## src/rtl/param_sync_memory_if.sv

```systemverilog
// Write, read and clear-control signals of param_sync_memory, grouped for the master
// (requester) and slave (memory) sides.
interface param_sync_memory_if #(
  parameter int unsigned DATA_WIDTH = 4,
  parameter int unsigned ADDR_WIDTH = 2
);
  logic                  wr_en;
  logic [ADDR_WIDTH-1:0] wr_addr;
  logic [DATA_WIDTH-1:0] wr_data;
  logic                  rd_en;
  logic [ADDR_WIDTH-1:0] rd_addr;
  logic [DATA_WIDTH-1:0] rd_data;
  logic                  rd_valid;
  logic                  clear;
  logic                  busy;
  logic                  clear_done;

  modport master (
    output wr_en, wr_addr, wr_data, rd_en, rd_addr, clear,
    input  rd_data, rd_valid, busy, clear_done
  );

  modport slave (
    input  wr_en, wr_addr, wr_data, rd_en, rd_addr, clear,
    output rd_data, rd_valid, busy, clear_done
  );
endinterface

```

## src/rtl/param_sync_memory.sv

```systemverilog
// Synchronous memory with registered read, selectable read-during-write behaviour and a
// clear sequencer that writes CLEAR_VALUE to every word after reset or on request.
module param_sync_memory #(
  parameter int unsigned          DATA_WIDTH  = 4,
  parameter int unsigned          ADDR_WIDTH  = 2,
  parameter int unsigned          DEPTH       = 4,
  parameter int unsigned          RD_MODE     = 0,
  parameter logic [DATA_WIDTH-1:0] CLEAR_VALUE = '0
) (
  input logic                clock,
  input logic                reset,
  param_sync_memory_if.slave bus
);

  localparam logic [ADDR_WIDTH:0]   DepthW   = (ADDR_WIDTH + 1)'(DEPTH);
  localparam logic [ADDR_WIDTH-1:0] LastAddr = ADDR_WIDTH'(DEPTH - 1);

  typedef enum logic [0:0] {StIdle, StClear} state_e;

  state_e                state_q, state_d;
  logic [ADDR_WIDTH-1:0] clr_ptr_q, clr_ptr_d;
  logic                  clear_done_q, clear_done_d;
  logic [DATA_WIDTH-1:0] rd_data_q, rd_data_d;
  logic                  rd_valid_q, rd_valid_d;

  logic [DATA_WIDTH-1:0] mem [DEPTH];
  logic                  mem_we;
  logic [ADDR_WIDTH-1:0] mem_waddr;
  logic [DATA_WIDTH-1:0] mem_wdata;

  logic wr_in_range, rd_in_range, same_addr;

  assign wr_in_range = {1'b0, bus.wr_addr} < DepthW;
  assign rd_in_range = {1'b0, bus.rd_addr} < DepthW;
  assign same_addr   = bus.wr_en && (bus.wr_addr == bus.rd_addr);

  always_comb begin
    state_d      = state_q;
    clr_ptr_d    = clr_ptr_q;
    clear_done_d = 1'b0;
    unique case (state_q)
      StIdle: begin
        if (bus.clear) state_d = StClear;
      end
      StClear: begin
        if (clr_ptr_q == LastAddr) begin
          state_d      = StIdle;
          clr_ptr_d    = '0;
          clear_done_d = 1'b1;
        end else begin
          clr_ptr_d = clr_ptr_q + 1'b1;
        end
      end
    endcase
  end

  // The sequencer owns the write port while clearing; user writes are dropped.
  always_comb begin
    mem_we    = 1'b0;
    mem_waddr = bus.wr_addr;
    mem_wdata = bus.wr_data;
    if (state_q == StClear) begin
      mem_we    = 1'b1;
      mem_waddr = clr_ptr_q;
      mem_wdata = CLEAR_VALUE;
    end else if (bus.wr_en && wr_in_range) begin
      mem_we = 1'b1;
    end
  end

  always_comb begin
    rd_valid_d = 1'b0;
    rd_data_d  = rd_data_q;
    if (state_q == StIdle && bus.rd_en) begin
      rd_valid_d = 1'b1;
      if (!rd_in_range) begin
        rd_data_d = '0;
      end else if (RD_MODE == 1 && same_addr) begin
        rd_data_d = bus.wr_data;
      end else begin
        rd_data_d = mem[bus.rd_addr];
      end
    end
  end

  always_ff @(posedge clock) begin
    if (mem_we) mem[mem_waddr] <= mem_wdata;
  end

  always_ff @(posedge clock or negedge reset) begin
    if (!reset) begin
      state_q      <= StClear;
      clr_ptr_q    <= '0;
      clear_done_q <= 1'b0;
      rd_data_q    <= '0;
      rd_valid_q   <= 1'b0;
    end else begin
      state_q      <= state_d;
      clr_ptr_q    <= clr_ptr_d;
      clear_done_q <= clear_done_d;
      rd_data_q    <= rd_data_d;
      rd_valid_q   <= rd_valid_d;
    end
  end

  assign bus.busy       = (state_q == StClear);
  assign bus.clear_done = clear_done_q;
  assign bus.rd_data    = rd_data_q;
  assign bus.rd_valid   = rd_valid_q;

endmodule
```

## src/flat_wrapper.sv

```systemverilog
// flat-port wrapper written by rule: the top's interface ports become plain ports
module param_sync_memory_flat 
#(
  parameter int unsigned          DATA_WIDTH  = 4,
  parameter int unsigned          ADDR_WIDTH  = 2,
  parameter int unsigned          DEPTH       = 4,
  parameter int unsigned          RD_MODE     = 0,
  parameter logic [DATA_WIDTH-1:0] CLEAR_VALUE = '0
)
  (clock, reset, bus_wr_en, bus_wr_addr, bus_wr_data, bus_rd_en, bus_rd_addr, bus_clear, bus_rd_data, bus_rd_valid, bus_busy, bus_clear_done);
  param_sync_memory_if #(.DATA_WIDTH(DATA_WIDTH), .ADDR_WIDTH(ADDR_WIDTH)) bus_i ();
  input logic clock;
  input logic reset;
  input wire logic [$bits(bus_i.wr_en)-1:0] bus_wr_en;
  input wire logic [$bits(bus_i.wr_addr)-1:0] bus_wr_addr;
  input wire logic [$bits(bus_i.wr_data)-1:0] bus_wr_data;
  input wire logic [$bits(bus_i.rd_en)-1:0] bus_rd_en;
  input wire logic [$bits(bus_i.rd_addr)-1:0] bus_rd_addr;
  input wire logic [$bits(bus_i.clear)-1:0] bus_clear;
  output wire logic [$bits(bus_i.rd_data)-1:0] bus_rd_data;
  output wire logic [$bits(bus_i.rd_valid)-1:0] bus_rd_valid;
  output wire logic [$bits(bus_i.busy)-1:0] bus_busy;
  output wire logic [$bits(bus_i.clear_done)-1:0] bus_clear_done;
  assign bus_i.wr_en = bus_wr_en;
  assign bus_i.wr_addr = bus_wr_addr;
  assign bus_i.wr_data = bus_wr_data;
  assign bus_i.rd_en = bus_rd_en;
  assign bus_i.rd_addr = bus_rd_addr;
  assign bus_i.clear = bus_clear;
  assign bus_rd_data = bus_i.rd_data;
  assign bus_rd_valid = bus_i.rd_valid;
  assign bus_busy = bus_i.busy;
  assign bus_clear_done = bus_i.clear_done;
  param_sync_memory #(.DATA_WIDTH(DATA_WIDTH), .ADDR_WIDTH(ADDR_WIDTH), .DEPTH(DEPTH), .RD_MODE(RD_MODE), .CLEAR_VALUE(CLEAR_VALUE)) u_core (.clock(clock), .reset(reset), .bus(bus_i));
endmodule
```

## config.mk

```make
export PLATFORM = sky130hd
export DESIGN_NAME = param_sync_memory_flat
export DESIGN_NICKNAME = d
export VERILOG_FILES = /design/src/rtl/param_sync_memory_if.sv /design/src/rtl/param_sync_memory.sv /design/src/flat_wrapper.sv
export SDC_FILE = /design/constraint.sdc
export NUM_CORES = 1
export LEC_CHECK = 0
export CAP_MARGIN = 20
export CORE_MARGIN = 5
export CORE_UTILIZATION = 44
export DETAILED_ROUTE_END_ITERATION = 6
export MAX_ROUTING_LAYER = met4
export PLACE_DENSITY = 0.79
export SLEW_MARGIN = 40
export SYNTH_ARGS = -nofsm -noshare
export SYNTH_HDL_FRONTEND = slang
export SYNTH_SLANG_ARGS = --single-unit
```

## constraint.sdc

```tcl
create_clock -name clock -period 1.6 [get_ports clock]
set_clock_uncertainty 0.1 [all_clocks]
set_input_delay 0.24 -clock clock [delete_from_list [all_inputs] [get_ports clock]]
set_output_delay 0.24 -clock clock [all_outputs]
set_load 0.05 [all_outputs]
```

==> summary.md, run 1 <==
| Metric | Value |
|---|---|
| Status | `finished, final reports clean` |
| List of most frequent post-synthesis cells | `edfxtp_1 (16), dfrtp_1 (8), nor2b_1 (5), mux2_4 (4), mux4_2 (4)` |
| # DRC | `0` |
| CP max FO | `10` |
| Crit Path Class | `register to register` |
| Ys flop type | `edfxtp_1` |
| Starting Density | `between 40% and 50%` |
| Die area | `3400 µm²` |
| Total global routing overflow | `0` |
| Core area | `between 2000 and 2500 µm²` |
| Drt first pass iters | `4` |
| Area Growth Syn to Fin | `32.8%` |
| Syn nets | `74` |
| Synthesized area per cell | `between 15 and 20 µm²` |
| Row cnt | `17` |
| DR vias | `566` |
| Post-route minimum period | `1.52 ns` |
| Final ANT Viol Nets | `0` |
| Psw | `0.968 mW` |
| # setup viols final | `0` |
| Starting DRT DRC Count | `6` |
| Largest net degree at the start of global routing | `14` |
| CP Data Arrival Time | `1.41 ns` |
| Clock power share | `10.2%` |
| Actual slew at the worst max-slew pin | `0.443 ns` |
| Cell area after synthesis | `roughly 1000 µm²` |
| Clk sinks | `25` |
| Final nets | `100` |
| Worst path cell trace | `buf_4, buf_4, o32ai_4` |
| Diode count | `0` |
| Post-synthesis sequential area ratio | `68.7%` |
| Port bufs | `19` |
| Synth area leader | `edfxtp_1` |
| Register Area | `just over 700 µm²` |
| Most common cell in the netlist | `edfxtp_1` |
| Tot Pwr | `2.64 mW` |
| Clk Latency, worst-skew pair | `0.30 ns` |
| P_leak | `0.538 nW` |
| Routed WL | `1.79 mm` |
| Root buffer cell | `clkbuf_4` |
| H-tree Lvls | `1` |
| Drt wl/cell | `15.9 µm` |
| Post-synth top area share | `46.7%` |
| I/O pins | `20` |
| Cells after synthesis | `60` |
| Sequential share of power | `43.5%` |
| Ys Warns | `0` |
| Fill count | `178` |
| Critical Path End Type | `register` |
| CTS max path bufs | `2` |
| Switching power share of the total | `36.6%` |
| Gate power share | `46.3%` |
| Max IR drop VDD | `1420 µV` |
| Gp weighted congestion | `0.751` |
| Count of cell types in the netlist | `23` |
| Maximum Capacitance Violations | `0` |
| FMAX | `656 MHz` |
| Int Pwr | `1.67 mW` |
| Vias in the first global route | `roughly 640` |
| Ys async rst share | `36.0%` |
| Slew Limit Headroom | `a little over 70%` |
| Crit start category | `register` |
| GRT Util Overall | `12.5%` |
| CTS tree | `built` |
| CP max stage delay | `0.40 ns` |
| Die H | `around 58 µm` |
| Clk pin slew, worst setup/hold paths | `approximately 0.13 ns` |
| Pins over their slew limit | `0` |
| Die width | `58.3 µm` |
| FF+latch count, synth | `25` |
| Multi-input logic area | `344 µm²` |
| Hold Crit Class | `primary input to async pin` |
| RSZ-0062 raised after global routing | `no` |
| Vias per cell | `between 5 and 6` |
| Hold Violations, Final | `0` |
| CP max stage cell | `dfstp_2` |
| DP HPWL | `1.37 mm` |
| TritonCTS Buffers | `3` |
| Power Density | `a little under 2000 nW/µm²` |
| Utilization after layout | `61.8%` |
| Initial antenna violation count | `0` |
| Global-route wire length before repair | `3.05 mm` |
| Most frequent CP cell | `buf_4` |
| Ratio of cells with drive above 1 in the final layout | `about a third` |
| Fin crit share | `between 90% and 100%` |
| EDFF count, synth | `16` |
| Required @ worst endpoint | `1.49 ns` |
| Synth area leaders | `edfxtp_1 (47%), dfrtp_1 (19%), mux4_2 (8.8%)` |
worst max-delay path: cells and delay by family (launching register included):
kind | cells | cell delay (ns)
compound gates | 1 | 0.38
flops | 1 | 0.40
buf+inv | 2 | 0.33
final timing paths:
kind,from,endpoint,slack (ns),depth (start not counted)
worst max-delay path,u_core.bus.busy,u_core.mem[1][2],0.08,3
worst min-delay path,reset,u_core.bus.rd_data[1],0.13,1
worst max register to register,u_core.bus.busy,u_core.mem[1][2],0.08,3
worst min register to register,u_core.bus.rd_data[1],u_core.bus.rd_data[1],0.43,1
max in group asynchronous,reset,u_core.bus.busy,0.94,1
min in group clock,bus_clear,u_core.bus.busy,0.36,3
stage by stage:
stage / cells / setup slack [ns] / hold WS [ns] / cell area [µm²] / TNS (ns)
after floorplan: 60 / -0.00887 / -0.156 / 1090 / -0.0705
after global placement: 108 / -0.291 / 0.401 / 1320 / -1.56
after detailed placement: 108 / -0.312 / 0.410 / 1320 / -2.15
after CTS: 113 / 0.0250 / 0.136 / 1360 / 0
after global routing: 113 / 0.0250 / 0.139 / 1370 / 0
final: 113 / 0.0754 / 0.128 / 1370 / 0
state kept, by name, indices dropped and copies added (netlist names):
register,flops
u_core.bus.busy,1
u_core.mem,16
u_core.bus.rd_data,4
u_core.bus.clear_done,1
u_core.bus.rd_valid,1
u_core.clr_ptr_q,2
kinds of logic (layout without fill, tap and decap cells):
kind of cell,after synthesis,count (layout),synth area share [%]
and+or+nand+nor,15,15,8.64
AOI/OAI and AO/OA,5,5,3.04
DFF,25,25,68.7
adders and majority gates,1,1,1.22
muxes,10,10,16.7
buffers and inverters,4,29,1.70
cell usage in the layout (no fill, tap or decap), drive strengths merged:
cell and n:
nand3 2, a21o 1, mux2 5, nand2 2, and2 1, o32ai 1
nor4b 1, nor2b 5, nand3b 2, ha 1, nand2b 1, buf 12
edfxtp 16, inv 1, clkbuf 4, o21ai 3, dlymetal6s2s 1, dfrtp 8
clkdlybuf4s50 11, dfstp 1, mux2i 1, nor2 1, mux4 4
per-layer routing:
layer  up-vias  global-route usage [%]  routed length, µm
li1        277                       -                  -
met5         -                       -                  0
met4         0                    3.97                  0
met2        13                    21.4                975
met3         0                    2.19                 94
met1       276                    15.0                722
power by group through the flow:
stage | Sequential, mW | Clock [mW] | Combinational [mW]
6_report | 1.15 | 0.269 | 1.22
5_1_grt | 1.19 | 0.315 | 1.30
4_1_cts | 1.16 | 0.278 | 1.23
3_5_place_dp | 1.21 | 0 | 1.17
3_3_place_gp | 1.19 | 0 | 1.14
2_1_floorplan | 1.41 | 0 | 0.568
final cells by class:
cell class | count | share of cell area (%)
flip-flops and latches | 25 | 51.7
multi-input cells | 31 | 25.2
repair buffers | 24 | 18.3
well taps | 28 | 2.56
clock buffers | 4 | 1.92
inverters | 1 | 0.275
repair_timing:
action | 4_1_cts | 5_1_grt
buffers inserted | 1 | 0
gates resized for setup | 0 | 2
pin swaps | 0 | 0
hold buffers | 0 | 0
gates cloned | 0 | 0
endpoints found under the setup margin | 1 | 3
Note: power is estimated with default switching activity, not from simulation.
==> run 2: changes to the inputs <==
Settings changed: CELL_PAD_IN_SITES_DETAIL_PLACEMENT set to 1, CELL_PAD_IN_SITES_GLOBAL_PLACEMENT set to 1, CORE_ASPECT_RATIO set to 0.7, CORE_UTILIZATION 44 to 37, CTS_CLUSTER_SIZE set to 30, PLACE_DENSITY 0.79 to 0.8.
==> run 2 against run 1 <==
Compared with the run above:
- design area increased by 1.5%
- power up 3.7%
- core utilization fell by 11 points
- sequential share of layout area shrank 0.75 points
- cell count grew 8.0%
- hold slack gained 0.045 ns
- die area grew 16%
- critical path depth stayed put
- first-iteration DRC count rose by 130%
- non-clock buffer count increased by 1
- via count grew 4.6%
- maximum frequency up 3.1%
- critical path type unchanged
==> summary.md, run 2 (synthesis gave the netlist of run 1 again) <==
| Metric | Value |
|---|---|
| Status | `finished, final reports clean` |
| Most frequent cells in the layout | `edfxtp_1 (16), clkdlybuf4s50_1 (11), buf_4 (11), dfrtp_1 (8), nor2b_1 (5)` |
| Starting DRT DRC Count | `14` |
| Clk pin slew, worst setup/hold paths | `roughly 0.090 ns` |
| Clock power share | `13.8%` |
| Register Area | `roughly 700 µm²` |
| Post-route minimum period | `between 1 and 1.5 ns` |
| Drt wl/cell | `16.4 µm` |
| CTS tree | `built` |
| Gp weighted congestion | `0.798` |
| Placed cell count | `116` |
| CP max FO | `5` |
| Drt first pass iters | `4` |
| # DRC | `0` |
| Worst path cell trace | `buf_4, nor4b_2, a21o_1` |
| Total global routing overflow | `0` |
| Hold Crit Class | `primary input to async pin` |
| P_leak | `0.538 nW` |
| CP delay by family, top | `flip-flops` |
| Utilization after layout | `50.9%` |
| Int Pwr | `approximately 1.7 mW` |
| Multi-input logic area | `344 µm²` |
| Worst path bufs/invs | `1` |
| Gate power share | `44.1%` |
| Core area | `2720 µm²` |
| Required @ worst endpoint | `1.47 ns` |
| Port bufs | `19` |
| Final ANT Viol Nets | `0` |
| Final nets | `about 100` |
| Non-Filler Instances | `122` |
| Pins over their slew limit | `0` |
| TritonCTS Buffers | `3` |
| Hold Violations, Final | `0` |
| Row cnt | `16` |
| Fin area | `1390 µm²` |
| Vias per cell | `4.85` |
| Actual slew at the worst max-slew pin | `0.439 ns` |
| Die H | `between 50 and 60 µm` |
| Most common cell after layout, fill and taps aside | `edfxtp_1` |
| I/O pins | `20` |
| Crit start category | `register` |
| Clk sinks | `25` |
| Area Growth Syn to Fin | `34.8%` |
| Global-route wire length before repair | `around 3.3 mm` |
| # setup viols final | `0` |
| DP HPWL | `1.56 mm` |
| Die width | `73.0 µm` |
| Diode count | `0` |
| Slew Limit Headroom | `70.6%` |
| Maximum Capacitance Violations | `0` |
| DR vias | `roughly 590` |
| Root buffer cell | `clkbuf_8` |
| H-tree Lvls | `1` |
| CP Data Arrival Time | `1.35 ns` |
| RSZ-0062 raised after global routing | `no` |
| Psw | `roughly 1 mW` |
| Vias in the first global route | `between 600 and 700` |
| CP max stage delay | `a little under 0.4 ns` |
| Ratio of cells with drive above 1 in the final layout | `a little over a third` |
| Fin crit share | `92.4%` |
| Max IR drop VDD | `880 µV` |
| Die area | `just under 4000 µm²` |
| Fill count | `about 270` |
| Routed WL | `2.00 mm` |
| Crit Path Class | `register to register` |
| Initial antenna violation count | `0` |
| Largest register FFs | `16` |
| Area post-placement | `1320 µm²` |
| Sequential share of power | `42.2%` |
| Power Density | `1980 nW/µm²` |
| GRT Util Overall | `around an eighth` |
| Starting Density | `37.8%` |
| Critical Path End Type | `register` |
| Switching power share of the total | `36.4%` |
| Top reg by flops | `u_core.mem` |
| Largest net degree at the start of global routing | `14` |
| FMAX | `677 MHz` |
| Clk Latency, worst-skew pair | `0.27 ns` |
| CP max stage cell | `dfstp_2` |
| CTS max path bufs | `2` |
==> run 2: path summary, 6_finish.rpt <==
kind | from | endpoint | slack [ns] | cells past startpoint
max | u_core.bus.busy | u_core.mem[0][0] | 0.12 | 3
min | reset | u_core.bus.rd_data[3] | 0.17 | 1
max reg2reg | u_core.bus.busy | u_core.mem[0][0] | 0.12 | 3
min reg2reg | u_core.bus.rd_data[3] | u_core.bus.rd_data[3] | 0.42 | 1
max in group asynchronous | reset | u_core.bus.busy | 0.89 | 1
min in group clock | bus_clear | u_core.bus.busy | 0.40 | 3
==> run 2: cell type report <==
type	count	area share, %
Multi-Input combinational cell	31	24.8
Inverter	1	0.271
Tap cell	36	3.25
Timing Repair Buffer	25	17.4
Clock buffer	4	3.25
Sequential cell	25	51.0
==> run 2: metrics by stage <==
stage | setup TNS (ns) | hold WS (ns) | worst slack (ns) | total power [mW]
after floorplan | -0.0705 | -0.156 | -0.00887 | 1.98
after global placement | -1.60 | 0.399 | -0.282 | 2.31
after detailed placement | -2.29 | 0.410 | -0.317 | 2.36
after CTS | 0 | 0.188 | 0.0797 | 2.76
after global routing | 0 | 0.210 | 0.0152 | 2.88
final | 0 | 0.173 | 0.122 | 2.74
==> run 2: repair_timing <==
action                                  4_1_cts  5_1_grt
endpoints found under the setup margin        5        4
endpoints found under the hold margin         0        0
gates cloned                                  0        0
hold buffers                                  0        0
resized for setup                             1        1
setup buffers                                 2        0
==> run 2: power groups by stage <==
stage / logic, mW / registers, mW / clock network (mW)
final: 1.21 / 1.16 / 0.377
after global routing: 1.28 / 1.19 / 0.408
after CTS: 1.22 / 1.16 / 0.379
after detailed placement: 1.15 / 1.20 / 0
after global placement: 1.12 / 1.19 / 0
after floorplan: 0.568 / 1.41 / 0
==> run 2: per-layer routing <==
| layer | track usage (%) | vias up | wire, µm |
|---|---|---|---|
| met5 | - | - | 0 |
| met4 | 1.84 | 0 | 10 |
| met3 | 4.29 | 2 | 132 |
| met2 | 17.1 | 18 | 915 |
| met1 | 16.2 | 291 | 944 |
| li1 | - | 281 | - |
